### src/rtl/atanh_cordic.sv
// atanh_cordic: y = atanh(x) for sign-magnitude Q(N-Q).Q operands using an
// iterative hyperbolic CORDIC in vectoring mode, one operand in flight.
module atanh_cordic #(
    parameter int unsigned     N     = 32,
    parameter int unsigned     Q     = 24,
    parameter int unsigned     ITER  = 24,
    parameter int unsigned     GUARD = 4,
    parameter logic [N-1:0]    LIMIT = 32'h00CE_0000
) (
    input  logic         clk,
    input  logic         rst_n,
    input  logic         in_valid,
    output logic         in_ready,
    input  logic [N-1:0] x,
    output logic         out_valid,
    input  logic         out_ready,
    output logic [N-1:0] y,
    output logic         ovr
);

    localparam int unsigned W    = N + GUARD + 1;
    localparam int unsigned FRAC = Q + GUARD;
    localparam int unsigned IWR  = $clog2(ITER + 2);
    localparam int unsigned IW   = (IWR < 5) ? 5 : IWR;
    // Table below is held at 2^-28 resolution and rescaled to FRAC bits.
    localparam int unsigned UP   = (FRAC >= 28) ? FRAC - 28 : 0;
    localparam int unsigned DN   = (FRAC < 28) ? 28 - FRAC : 0;
    localparam logic [W-1:0] RND     = {{(W-1){1'b0}}, 1'b1} << (GUARD - 1);
    localparam logic [W-1:0] MAG_MAX = {{(GUARD+2){1'b0}}, {(N-1){1'b1}}};

    typedef enum logic [1:0] {ST_IDLE, ST_RUN, ST_DONE} state_t;

    state_t                state_q, state_d;
    logic                  sign_q, sign_d;
    logic signed [W-1:0]   cx_q, cx_d;
    logic signed [W-1:0]   cy_q, cy_d;
    logic signed [W-1:0]   cz_q, cz_d;
    logic [IW-1:0]         it_q, it_d;
    logic                  rep_q, rep_d;
    logic [N-1:0]          y_q, y_d;
    logic                  ovr_q, ovr_d;

    logic signed [W-1:0]   shx, shy, step_z;
    logic [W-1:0]          e_i, z_rnd, z_sh, mag_w;
    logic                  rep_now, last_iter;

    // atanh(2^-i) scaled to FRAC fractional bits; beyond i=11 the cubic
    // term is below one LSB at 2^-28, so 2^-i is exact enough.
    function automatic logic [W-1:0] atanh_e(input logic [IW-1:0] idx);
        logic [63:0]  base;
        int unsigned  k;
        k = 32'(idx);
        case (k)
            1:  base = 64'd147453245;
            2:  base = 64'd68561855;
            3:  base = 64'd33730852;
            4:  base = 64'd16799113;
            5:  base = 64'd8391340;
            6:  base = 64'd4194645;
            7:  base = 64'd2097195;
            8:  base = 64'd1048581;
            9:  base = 64'd524289;
            10: base = 64'd262144;
            11: base = 64'd131072;
            default: base = (k <= 28) ? (64'd1 << (28 - k)) : 64'd0;
        endcase
        base = (base << UP) >> DN;
        return base[W-1:0];
    endfunction

    // Next-state, datapath iteration and result formatting
    always_comb begin
        state_d = state_q;
        sign_d  = sign_q;
        cx_d    = cx_q;
        cy_d    = cy_q;
        cz_d    = cz_q;
        it_d    = it_q;
        rep_d   = rep_q;
        y_d     = y_q;
        ovr_d   = ovr_q;

        shx       = cx_q >>> it_q;
        shy       = cy_q >>> it_q;
        e_i       = atanh_e(it_q);
        rep_now   = ((it_q == IW'(4)) || (it_q == IW'(13))) && !rep_q;
        last_iter = (it_q == IW'(ITER)) && !rep_now;
        step_z    = cy_q[W-1] ? (cz_q - e_i) : (cz_q + e_i);

        // Round half-up at the guard point, clamp negative residual, saturate.
        z_rnd = step_z + RND;
        z_sh  = z_rnd >> GUARD;
        if (z_rnd[W-1]) begin
            mag_w = '0;
        end else if (z_sh > MAG_MAX) begin
            mag_w = MAG_MAX;
        end else begin
            mag_w = z_sh;
        end

        case (state_q)
            ST_IDLE: begin
                if (in_valid) begin
                    sign_d = x[N-1];
                    if (x[N-2:0] > LIMIT[N-2:0]) begin
                        y_d     = {x[N-1], {(N-1){1'b1}}};
                        ovr_d   = 1'b1;
                        state_d = ST_DONE;
                    end else begin
                        cx_d       = '0;
                        cx_d[FRAC] = 1'b1;
                        cy_d       = {{(GUARD+2){1'b0}}, x[N-2:0]} << GUARD;
                        cz_d       = '0;
                        it_d       = IW'(1);
                        rep_d      = 1'b0;
                        state_d    = ST_RUN;
                    end
                end
            end
            ST_RUN: begin
                if (cy_q[W-1]) begin
                    cx_d = cx_q + shy;
                    cy_d = cy_q + shx;
                end else begin
                    cx_d = cx_q - shy;
                    cy_d = cy_q - shx;
                end
                cz_d = step_z;
                if (rep_now) begin
                    rep_d = 1'b1;
                end else begin
                    rep_d = 1'b0;
                    it_d  = it_q + IW'(1);
                end
                if (last_iter) begin
                    y_d     = (mag_w[N-2:0] == '0) ? '0 : {sign_q, mag_w[N-2:0]};
                    ovr_d   = 1'b0;
                    state_d = ST_DONE;
                end
            end
            ST_DONE: begin
                if (out_ready) begin
                    y_d     = '0;
                    ovr_d   = 1'b0;
                    state_d = ST_IDLE;
                end
            end
            default: state_d = ST_IDLE;
        endcase
    end

    // State and datapath registers, asynchronously cleared
    always_ff @(posedge clk or negedge rst_n) begin
        if (!rst_n) begin
            state_q <= ST_IDLE;
            sign_q  <= 1'b0;
            cx_q    <= '0;
            cy_q    <= '0;
            cz_q    <= '0;
            it_q    <= '0;
            rep_q   <= 1'b0;
            y_q     <= '0;
            ovr_q   <= 1'b0;
        end else begin
            state_q <= state_d;
            sign_q  <= sign_d;
            cx_q    <= cx_d;
            cy_q    <= cy_d;
            cz_q    <= cz_d;
            it_q    <= it_d;
            rep_q   <= rep_d;
            y_q     <= y_d;
            ovr_q   <= ovr_d;
        end
    end

    assign in_ready  = (state_q == ST_IDLE);
    assign out_valid = (state_q == ST_DONE);
    assign y         = y_q;
    assign ovr       = ovr_q;

endmodule

### config.mk
export PLATFORM = sky130hd
export DESIGN_NAME = atanh_cordic
export DESIGN_NICKNAME = d
export VERILOG_FILES = /design/src/rtl/atanh_cordic.sv
export SDC_FILE = /design/constraint.sdc
export NUM_CORES = 1
export LEC_CHECK = 0
export ABC_AREA = 1
export BUFFER_PORTS_ARGS = -buffer_cell sky130_fd_sc_hd__clkbuf_2
export CAP_MARGIN = 15
export CORE_MARGIN = 2
export CORE_UTILIZATION = 50
export CTS_BUF_LIST = sky130_fd_sc_hd__clkbuf_16
export DETAILED_ROUTE_END_ITERATION = 10
export PLACE_DENSITY = 0.73
export SLEW_MARGIN = 30
export SYNTH_ARGS = -nofsm -noshare
export SYNTH_HDL_FRONTEND = slang
export SYNTH_SLANG_ARGS = --single-unit
### constraint.sdc
create_clock -name clk -period 14.2 [get_ports clk]
set_input_delay 1.42 -clock clk [delete_from_list [all_inputs] [get_ports clk]]
set_output_delay 1.42 -clock clk [all_outputs]
set_load 0.005 [all_outputs]
==> summary.md, run 1 <==
| Metric | Value |
|---|---|
| Status | complete, no violations |
| Syn. warnings | 0 |
| Synth area leaders | nand2_1, dfrtp_1, inv_1, o21ai_0, ha_1 |
| Seq/Total Area, Yosys | 17.1% |
| I/O pins | 71 |
| Critical path's most frequent cell | nand2_1 |
| Final Hold Vio Count | 0 |
| Critical Path Start Type | register |
| Die Area | 0.0464 mm² |
| NumNets Final | 3821 |
| Number of enable flip-flop cells after synthesis | 0 |
| Post-DR wirelength/cell | 18.2 µm |
| Root buffer cell | clkbuf_16 |
| Met3 usage | 4.05% |
| Final period utilization | 55.0% |
| Crit-path leading delay family | simple AND/OR/NAND/NOR gates |
| CP endpoint kind | register |
| Vias in the first global route | 22800 |
| Least-Margin Pin Slew | 0.879 ns |
| Total CTS buffers | 17 |
| Buf+Inv Stages, Crit Path | 4 |
| Gpl congestion | 1.00 |
| Hold WS | 0.495 ns |
| Diodes inserted | 0 |
| Met1 usage | 42.8% |
| F_max | 128 MHz |
| Setup TNS | 0 ns |
| Cell variety after synth | 79 |
| GRT Overall Usage | 33.6% |
| Port bufs | 70 |
| Synthesized area | 0.0223 mm² |
| Largest net degree at the start of global routing | 95 |
| Clk slew on worst S/H paths | 0.07 ns |
| Avg Inst Size Synth | 6.04 µm² |
| Initial core utilization | 50.6% |
| Setup bufs post-CTS | 0 |
| RSZ-0062 raised after global routing | false |
| Critical Path RT | 14.64 ns |
| FP Rows | 77 |
| Area of the multi-input gates | 0.0159 mm² |
| Grt ovf | 0 |
| M2 GR Usage | 55.1% |
| DR iter-0 viols | 2598 |
| Share of cells above drive strength 1 | 8.71% |
| Maximum fanout along the worst path | 63 |
| CORE AREA | 0.0441 mm² |
| DRC | 0 |
| Relative slew slack | 41.3% |
| Post-route ant nets | 0 |
| Core Util, Final | 53.1% |
| Post-Route Skew | 0.0227 ns |
| # H-tree levels | 4 |
| Async set or reset register ratio after synthesis | 100% |
| Hold WC Path Type | reg -> reg |
| DP Cell Count | 4235 |
| Die Span Y | 215 µm |
| CTS resizes | 0 |
| CTS hold repair buffers | 0 |
| Vias per cell | 5.71 |
| Detailed placement HPWL | 61200 µm |
| Routed WL | 77700 µm |
| Syn_nets | 3853 |
| Final setup fails | 0 |
| Synth top area share | 17.2% |
| Crit-path slowest cell | dfrtp_4 |
| Most crowded layer after global routing | met2 |
| Post-Synthesis Cells | 3694 |
| Antenna violations before repair | 0 |
| Crit Path Category | reg -> reg |
| CTS sink count | 153 |
| Fillers | 4721 |
| Post-synth top area cell | nand2_1 |
| First-pass GRT wire length | 123000 µm |
| Minimum clock period | 7.81 ns |
| DR pass1 iterations | 6 |
| Register area | 0.00384 mm² |
| Area growth from synthesis to layout | 4.86% |
| Max incr delay on CP | 0.82 ns |
| CTS tree | built |
| Clk_lat worst skew | 0.52 ns |
| Max Transition Viols Final | 0 |
| Max_cap viols | 0 |
| Layout Cells excl Fill | 4266 |
| Ys flop type | dfrtp_1 |
| Yosys reg bits | 153 |
| Data arrival time of the critical path | 8.25 ns |
| Vias post-DR | 24400 |
| Max Root-Sink Buffers | 2 |
| Die Width | 215 µm |
==> placed cells by master, fill, tap and decap left out, types with 12 or more instances in the layout <==
cell type / synthesis / final
nor4_1: 14 / 14
inv_2: 22 / 24
nand4_1: 61 / 61
or2_2: 13 / 13
o211ai_1: 35 / 35
xor2_1: 106 / 106
clkbuf_2: 0 / 69
nand3_2: 20 / 20
a2bb2oi_1: 31 / 31
mux2i_1: 46 / 46
dfrtp_1: 153 / 148
nand2_2: 39 / 41
nand2_1: 1026 / 1024
clkbuf_16: 0 / 17
nor3_1: 21 / 21
buf_4: 13 / 17
o21a_1: 16 / 16
xnor2_1: 40 / 40
nand3_1: 243 / 243
nor2_4: 17 / 17
o221ai_1: 12 / 12
o22ai_1: 30 / 30
o21ai_0: 319 / 319
nor2_1: 315 / 314
ha_1: 120 / 119
a31oi_1: 20 / 20
inv_1: 451 / 450
nor2_2: 39 / 40
a21oi_1: 173 / 172
o21ai_1: 67 / 66
==> synth_stat cells, types with 13 or more instances <==
library cell	count
a21oi_1	173
buf_1	17
mux2i_1	46
nand4_1	61
nor2_1	315
a31oi_1	20
o21ai_1	67
o21a_1	16
o21ai_0	319
inv_1	451
buf_2	35
nand3_1	243
nor2_2	39
xor2_1	106
buf_6	20
buf_4	13
clkbuf_1	52
o211ai_1	35
o22ai_1	30
nor2_4	17
nor3_1	21
a2bb2oi_1	31
nor4_1	14
xnor2_1	40
nand3_2	20
or2_2	13
inv_2	22
ha_1	120
dfrtp_1	153
nand2_2	39
nand2_1	1026
==> final timing paths <==
check / startpoint / endpoint / slack (ns) / cells after the start
min: ovr$_DFFE_PN0P_ / ovr$_DFFE_PN0P_ / 0.50 / 2
max reg2reg: it_q[0]$_DFFE_PN0P_ / y[31]$_DFFE_PN0P_ / 6.39 / 43
min in group asynchronous: rst_n / cz_q[5]$_DFFE_PN0P_ / 0.85 / 1
min reg2reg: ovr$_DFFE_PN0P_ / ovr$_DFFE_PN0P_ / 0.50 / 2
max in group asynchronous: rst_n / it_q[0]$_DFFE_PN0P_ / 12.28 / 2
max: it_q[0]$_DFFE_PN0P_ / y[31]$_DFFE_PN0P_ / 6.39 / 43
==> metal layers <==
| layer | share of wire, % | vias up |
|---|---|---|
| met4 | 5.5 | 0 |
| met2 | 46 | 986 |
| met3 | 6.4 | 200 |
| li1 | - | 12100 |
| met5 | 0 | - |
| met1 | 43 | 11100 |
==> tightest hold or removal path, stage by stage (launching register included) <==
cell	delay (ns)
dfrtp_1	0.35
nand2_1	0.05
o21ai_0	0.06
==> final cells by class <==
class	count	share of cell area (%)
flip-flops and latches	153	16.4
inverters	479	7.71
well taps	592	3.16
clock buffers	17	1.82
repair buffers	89	2.20
multi-input cells	2922	68.0
clock inverters	14	0.684
==> sequential cells by signal, summed over array words and instances, names as in the netlist <==
signal and count:
cx_q 37, cy_q 37, cz_q 37, y 32, it_q 5, state_q 2, ovr 1, rep_q 1
sign_q 1
==> per-stage QoR <==
| stage | worst slack, ns | cell area (µm²) |
|---|---|---|
| after global routing | 5.72 | 23400 |
| final | 6.39 | 23400 |
| after CTS | 6.56 | 23400 |
| after detailed placement | 6.59 | 22800 |
| after floorplan | 8.27 | 22300 |
| after global placement | 6.68 | 22800 |
==> kinds of logic (layout without fill, tap and decap cells) <==
group | count (synthesis) | in the layout | share of synthesized area (%)
mux | 46 | 46 | 2.06
compound gates | 752 | 752 | 19.4
simple gates | 1851 | 1851 | 36.6
fa+ha+maj | 123 | 123 | 6.99
flops | 153 | 153 | 17.1
xor+xnor | 150 | 150 | 6.12
buf+inv | 619 | 599 | 11.7
Power of run 1 is left out: the tool's default activity adds up to more than one toggle a clock period on the data nets, which glitch-free logic cannot reach.
==> inputs of run 2 (changes only) <==
--- a/config.mk
+++ b/config.mk
@@ -5,14 +5,14 @@
 export SDC_FILE = /design/constraint.sdc
 export NUM_CORES = 1
 export LEC_CHECK = 0
-export ABC_AREA = 1
+export ABC_AREA = 0
 export BUFFER_PORTS_ARGS = -buffer_cell sky130_fd_sc_hd__clkbuf_2
 export CAP_MARGIN = 15
 export CORE_MARGIN = 2
 export CORE_UTILIZATION = 50
 export CTS_BUF_LIST = sky130_fd_sc_hd__clkbuf_16
 export DETAILED_ROUTE_END_ITERATION = 10
-export PLACE_DENSITY = 0.73
+export PLACE_DENSITY = 0.76
 export SLEW_MARGIN = 30
 export SYNTH_ARGS = -nofsm -noshare
 export SYNTH_HDL_FRONTEND = slang
==> constraint.sdc (replaced) <==
create_clock -name clk -period 7.1 [get_ports clk]
set_input_delay 0.71 -clock clk [delete_from_list [all_inputs] [get_ports clk]]
set_output_delay 0.71 -clock clk [all_outputs]
set_load 0.005 [all_outputs]
==> run 2 against run 1 <==
Compared with the run above: via count shrank 9.4%; hold slack lost 0.39 ns; area after synthesis shrank 3.7%; first-iteration DRC count grew 2.0%; core utilization grew 3.7 points; die area shrank 3.7%; clock skew shrank 0.0082 ns.
==> summary.md, run 2 <==
| Metric | Value |
|---|---|
| Status | complete, no violations |
| Number of enable flip-flop cells after synthesis | 0 (unchanged) |
| # H-tree levels | 4 (unchanged) |
| Area growth from synthesis to layout | 11.6% |
| Post-Synthesis Cells | 2599 (-30%) |
| Post-route ant nets | 0 (unchanged) |
| Synth Area in Compound Gates | 24.2% (+4.8 points) |
| Synth top area share | 17.8% (+0.56 points) |
| Post-DR wirelength/cell | 22.7 µm (+25%) |
| Syn. warnings | 0 (unchanged) |
| Crit Path Category | reg -> reg |
| Vias post-DR | 22100 (-9.4%) |
| Max VDD drop | 0.426 mV |
| Total CTS buffers | 17 (unchanged) |
| Detailed placement HPWL | 54500 µm (-11%) |
| DRC | 0 (unchanged) |
| Comb power frac | 81.3% |
| Hold WC Path Type | in -> async |
| Register area | 0.00384 mm² (about the same) |
| Max_cap viols | 0 (unchanged) |
| Final setup fails | 0 (unchanged) |
| Layout Cells excl Fill | 3238 (-24%) |
| Max Root-Sink Buffers | 2 (unchanged) |
| Tot Pwr | 0.0124 W |
| CTS sink count | 153 (unchanged) |
| Crit-path slowest cell | mux4_2 |
| Largest net degree at the start of global routing | 159 (+67%) |
| Final period utilization | 96.0% (+41 points) |
| First-pass GRT wire length | 116000 µm (-6.0%) |
| Gpl congestion | 0.979 (-2.5%) |
| Setup TNS | 0 ns (unchanged) |
| RSZ-0062 raised after global routing | true |
| Syn_nets | 2758 (-28%) |
| Critical Path Start Type | register |
| Final Hold Vio Count | 0 (unchanged) |
| Fillers | 3884 (-18%) |
| Top post-synthesis cells by count | nand2_1, a21oi_1, nor2_1 |
| Root buffer cell | clkbuf_16 |
| Minimum clock period | 6.82 ns (-0.993 ns) |
| NumNets Final | 2844 (-26%) |
| GRT Overall Usage | 32.9% (-0.76 points) |
| Yosys reg bits | 153 (unchanged) |
| Avg Inst Size Synth | 8.27 µm² (+37%) |
| Least-Margin Pin Slew | 0.819 ns (-0.0602 ns) |
| DR pass1 iterations | 8 (+2) |
| Synth Area in Adders | 7.26% (+0.27 points) |
| Most frequent cell after synthesis | nand2_1 |
| Critical Path RT | 7.49 ns (-7.15 ns) |
| DR iter-0 viols | 2651 (+2.0%) |
| Ys flop type | dfrtp_1 |
| Clk slew on worst S/H paths | 0.08 ns (about the same) |
| Hold WS | 0.108 ns (-0.387 ns) |
| Die Span Y | 211 µm (-1.8%) |
| Post-Synth Simple-Gate Area | 21.4% (-15 points) |
| Sw Share | 53.3% |
| Sequential share of power | 10.9% |
| DP Cell Count | 3197 (-25%) |
| Port bufs | 70 (unchanged) |
| Combinational family with the most area after synthesis | compound AO/OA/AOI/OAI gates |
| Clock network fraction of total power | 7.8% |
| Post-synth top area cell | dfrtp_1 |
| Seq/Total Area, Yosys | 17.8% (+0.66 points) |
| Leak pwr | 10.2 nW |
| Buf+Inv Stages, Crit Path | 3 (-1) |
| Synth area leaders | dfrtp_1, mux4_2, ha_1, a21oi_1, nand2_1 |
| Post-Route Skew | 0.0144 ns (-0.00823 ns) |
| Max incr delay on CP | 0.61 ns (-0.21 ns) |
| Antenna violations before repair | 1 (+1) |
| Routed WL | 73500 µm (-5.4%) |
| Vias per cell | 6.82 (+19%) |
| FP Rows | 75 (-2.6%) |
| I/O pins | 71 (unchanged) |
| Power Dens Cells | 517 mW/mm² |
| Placed cell area | 0.0231 mm² (+1.2%) |
| Most frequent cells in the layout | nand2_1, a21oi_1, nor2_1, buf_4, dfrtp_1 |
| Clk_lat worst skew | 0.51 ns (about the same) |
| Cell variety after synth | 112 (+42%) |
| Largest registers | cx_q x37, cy_q x37, cz_q x37 |
| Area of the multi-input gates | 0.0169 mm² (+5.9%) |
| Vias in the first global route | 20300 (-11%) |
| Die Width | 211 µm (-1.8%) |
| F_max | 147 MHz (+15%) |
| Relative slew slack | 45.4% (+4.1 points) |
| CP endpoint kind | register |
| Die Area | 0.0447 mm² (-3.7%) |
| CORE AREA | 0.0422 mm² (-4.3%) |
| Synthesized area | 0.0215 mm² (-3.7%) |
| Final non-filler cell area | 0.0240 mm² (+2.4%) |
| Max Transition Viols Final | 0 (unchanged) |
| Crit-path leading delay family | simple AND/OR/NAND/NOR gates |
| CTS tree | built |
| XOR/XNOR Fraction of Synth Area | 7.50% (+1.4 points) |
| NetSw | 0.00660 W |
| Data arrival time of the critical path | 7.21 ns (-1.04 ns) |
| Grt ovf | 0 (unchanged) |
| Int Power | 0.00579 W |
| Most common cell after layout, fill and taps aside | nand2_1 |
| Async set or reset register ratio after synthesis | 100% (unchanged) |
| Initial core utilization | 50.9% (+0.30 points) |
| Mux cell area share after synthesis | 16.8% (+15 points) |
| Maximum fanout along the worst path | 20 (-68%) |
| Share of cells above drive strength 1 | 19.7% (+11 points) |
==> run 2: logic make-up after synthesis <==
| group | after synthesis |
|---|---|
| compound gates | 797 |
| xor+xnor | 184 |
| fa+ha+maj | 123 |
| buf+inv | 235 |
| flops | 153 |
| mux | 208 |
| simple gates | 899 |
==> run 2: worst reg2reg max path: cells and delay by family, from the launching register on <==
| kind | cells | cell delay, ns |
|---|---|---|
| XOR/XNOR | 1 | 0.15 |
| AO/OA/AOI/OAI | 5 | 1.27 |
| AND/OR/NAND/NOR | 11 | 2.31 |
| multiplexers | 3 | 1.46 |
| flip-flops | 1 | 0.40 |
| adder cells (fa/ha/maj) | 2 | 0.53 |
| buffers and inverters | 3 | 0.56 |
==> run 2: metrics by stage <==
stage / worst slack [ns] / util (%)
2_1_floorplan: 0.000315 / -
3_3_place_gp: 0.0949 / 54.6
3_5_place_dp: -0.0186 / 54.7
4_1_cts: 0.0162 / 56.1
5_1_grt: -0.0574 / 56.8
6_report: 0.281 / 56.8
==> run 2: worst paths after layout <==
path                                      startpoint  depth (start not counted)              endpoint  slack [ns]
worst max-delay path             it_q[0]$_DFFE_PN0P_                         25  cy_q[35]$_DFFE_PN0P_        0.28
worst min-delay path                           rst_n                          1  cy_q[21]$_DFFE_PN0P_        0.11
worst max register to register   it_q[0]$_DFFE_PN0P_                         25  cy_q[35]$_DFFE_PN0P_        0.28
worst min register to register  cz_q[21]$_DFFE_PN0P_                          2  cz_q[21]$_DFFE_PN0P_        0.48
max in group asynchronous                      rst_n                          2   it_q[0]$_DFFE_PN0P_        5.86
min in group clk                               x[31]                          2    sign_q$_DFFE_PN0P_        0.46
==> run 2: timing repair <==
| item | CTS | global route |
|---|---|---|
| pin swaps | 0 | 5 |
| endpoints found under the hold margin | 0 | 0 |
| gates resized for setup | 3 | 50 |
| hold buffers | 0 | 0 |
| buffers inserted | 0 | 5 |
| setup endpoints to repair | 2 | 43 |
| gates cloned | 0 | 3 |
==> run 2: area by class of cell <==
class | instances | area share, %
Antenna cell | 1 | 0.0104
Clock buffer | 17 | 1.77
Clock inverter | 15 | 0.642
Inverter | 64 | 1.00
Multi-Input combinational cell | 2211 | 70.3
Sequential cell | 153 | 16.0
Tap cell | 539 | 2.81
Timing Repair Buffer | 238 | 7.40
==> run 2: routing by layer <==
| metal | vias up | wire length [µm] | GRT usage, % |
|---|---|---|---|
| met5 | - | 0 | 0 |
| met4 | 0 | 1670 | 8.28 |
| met3 | 123 | 8480 | 8.29 |
| met2 | 1327 | 31100 | 47.1 |
| met1 | 10700 | 32200 | 49.2 |
| li1 | 9971 | - | - |
==> run 2: power by group through the flow <==
stage | sequential (W) | combinational [W] | clock (W)
after CTS | 0.00134 | 0.00962 | 0.000983
after detailed placement | 0.00135 | 0.00952 | 0
after global placement | 0.00134 | 0.00937 | 0
final | 0.00135 | 0.0101 | 0.000961
after floorplan | 0.00123 | 0.00701 | 0
after global routing | 0.00137 | 0.0109 | 0.00101
(Power assumes the default switching activity.)
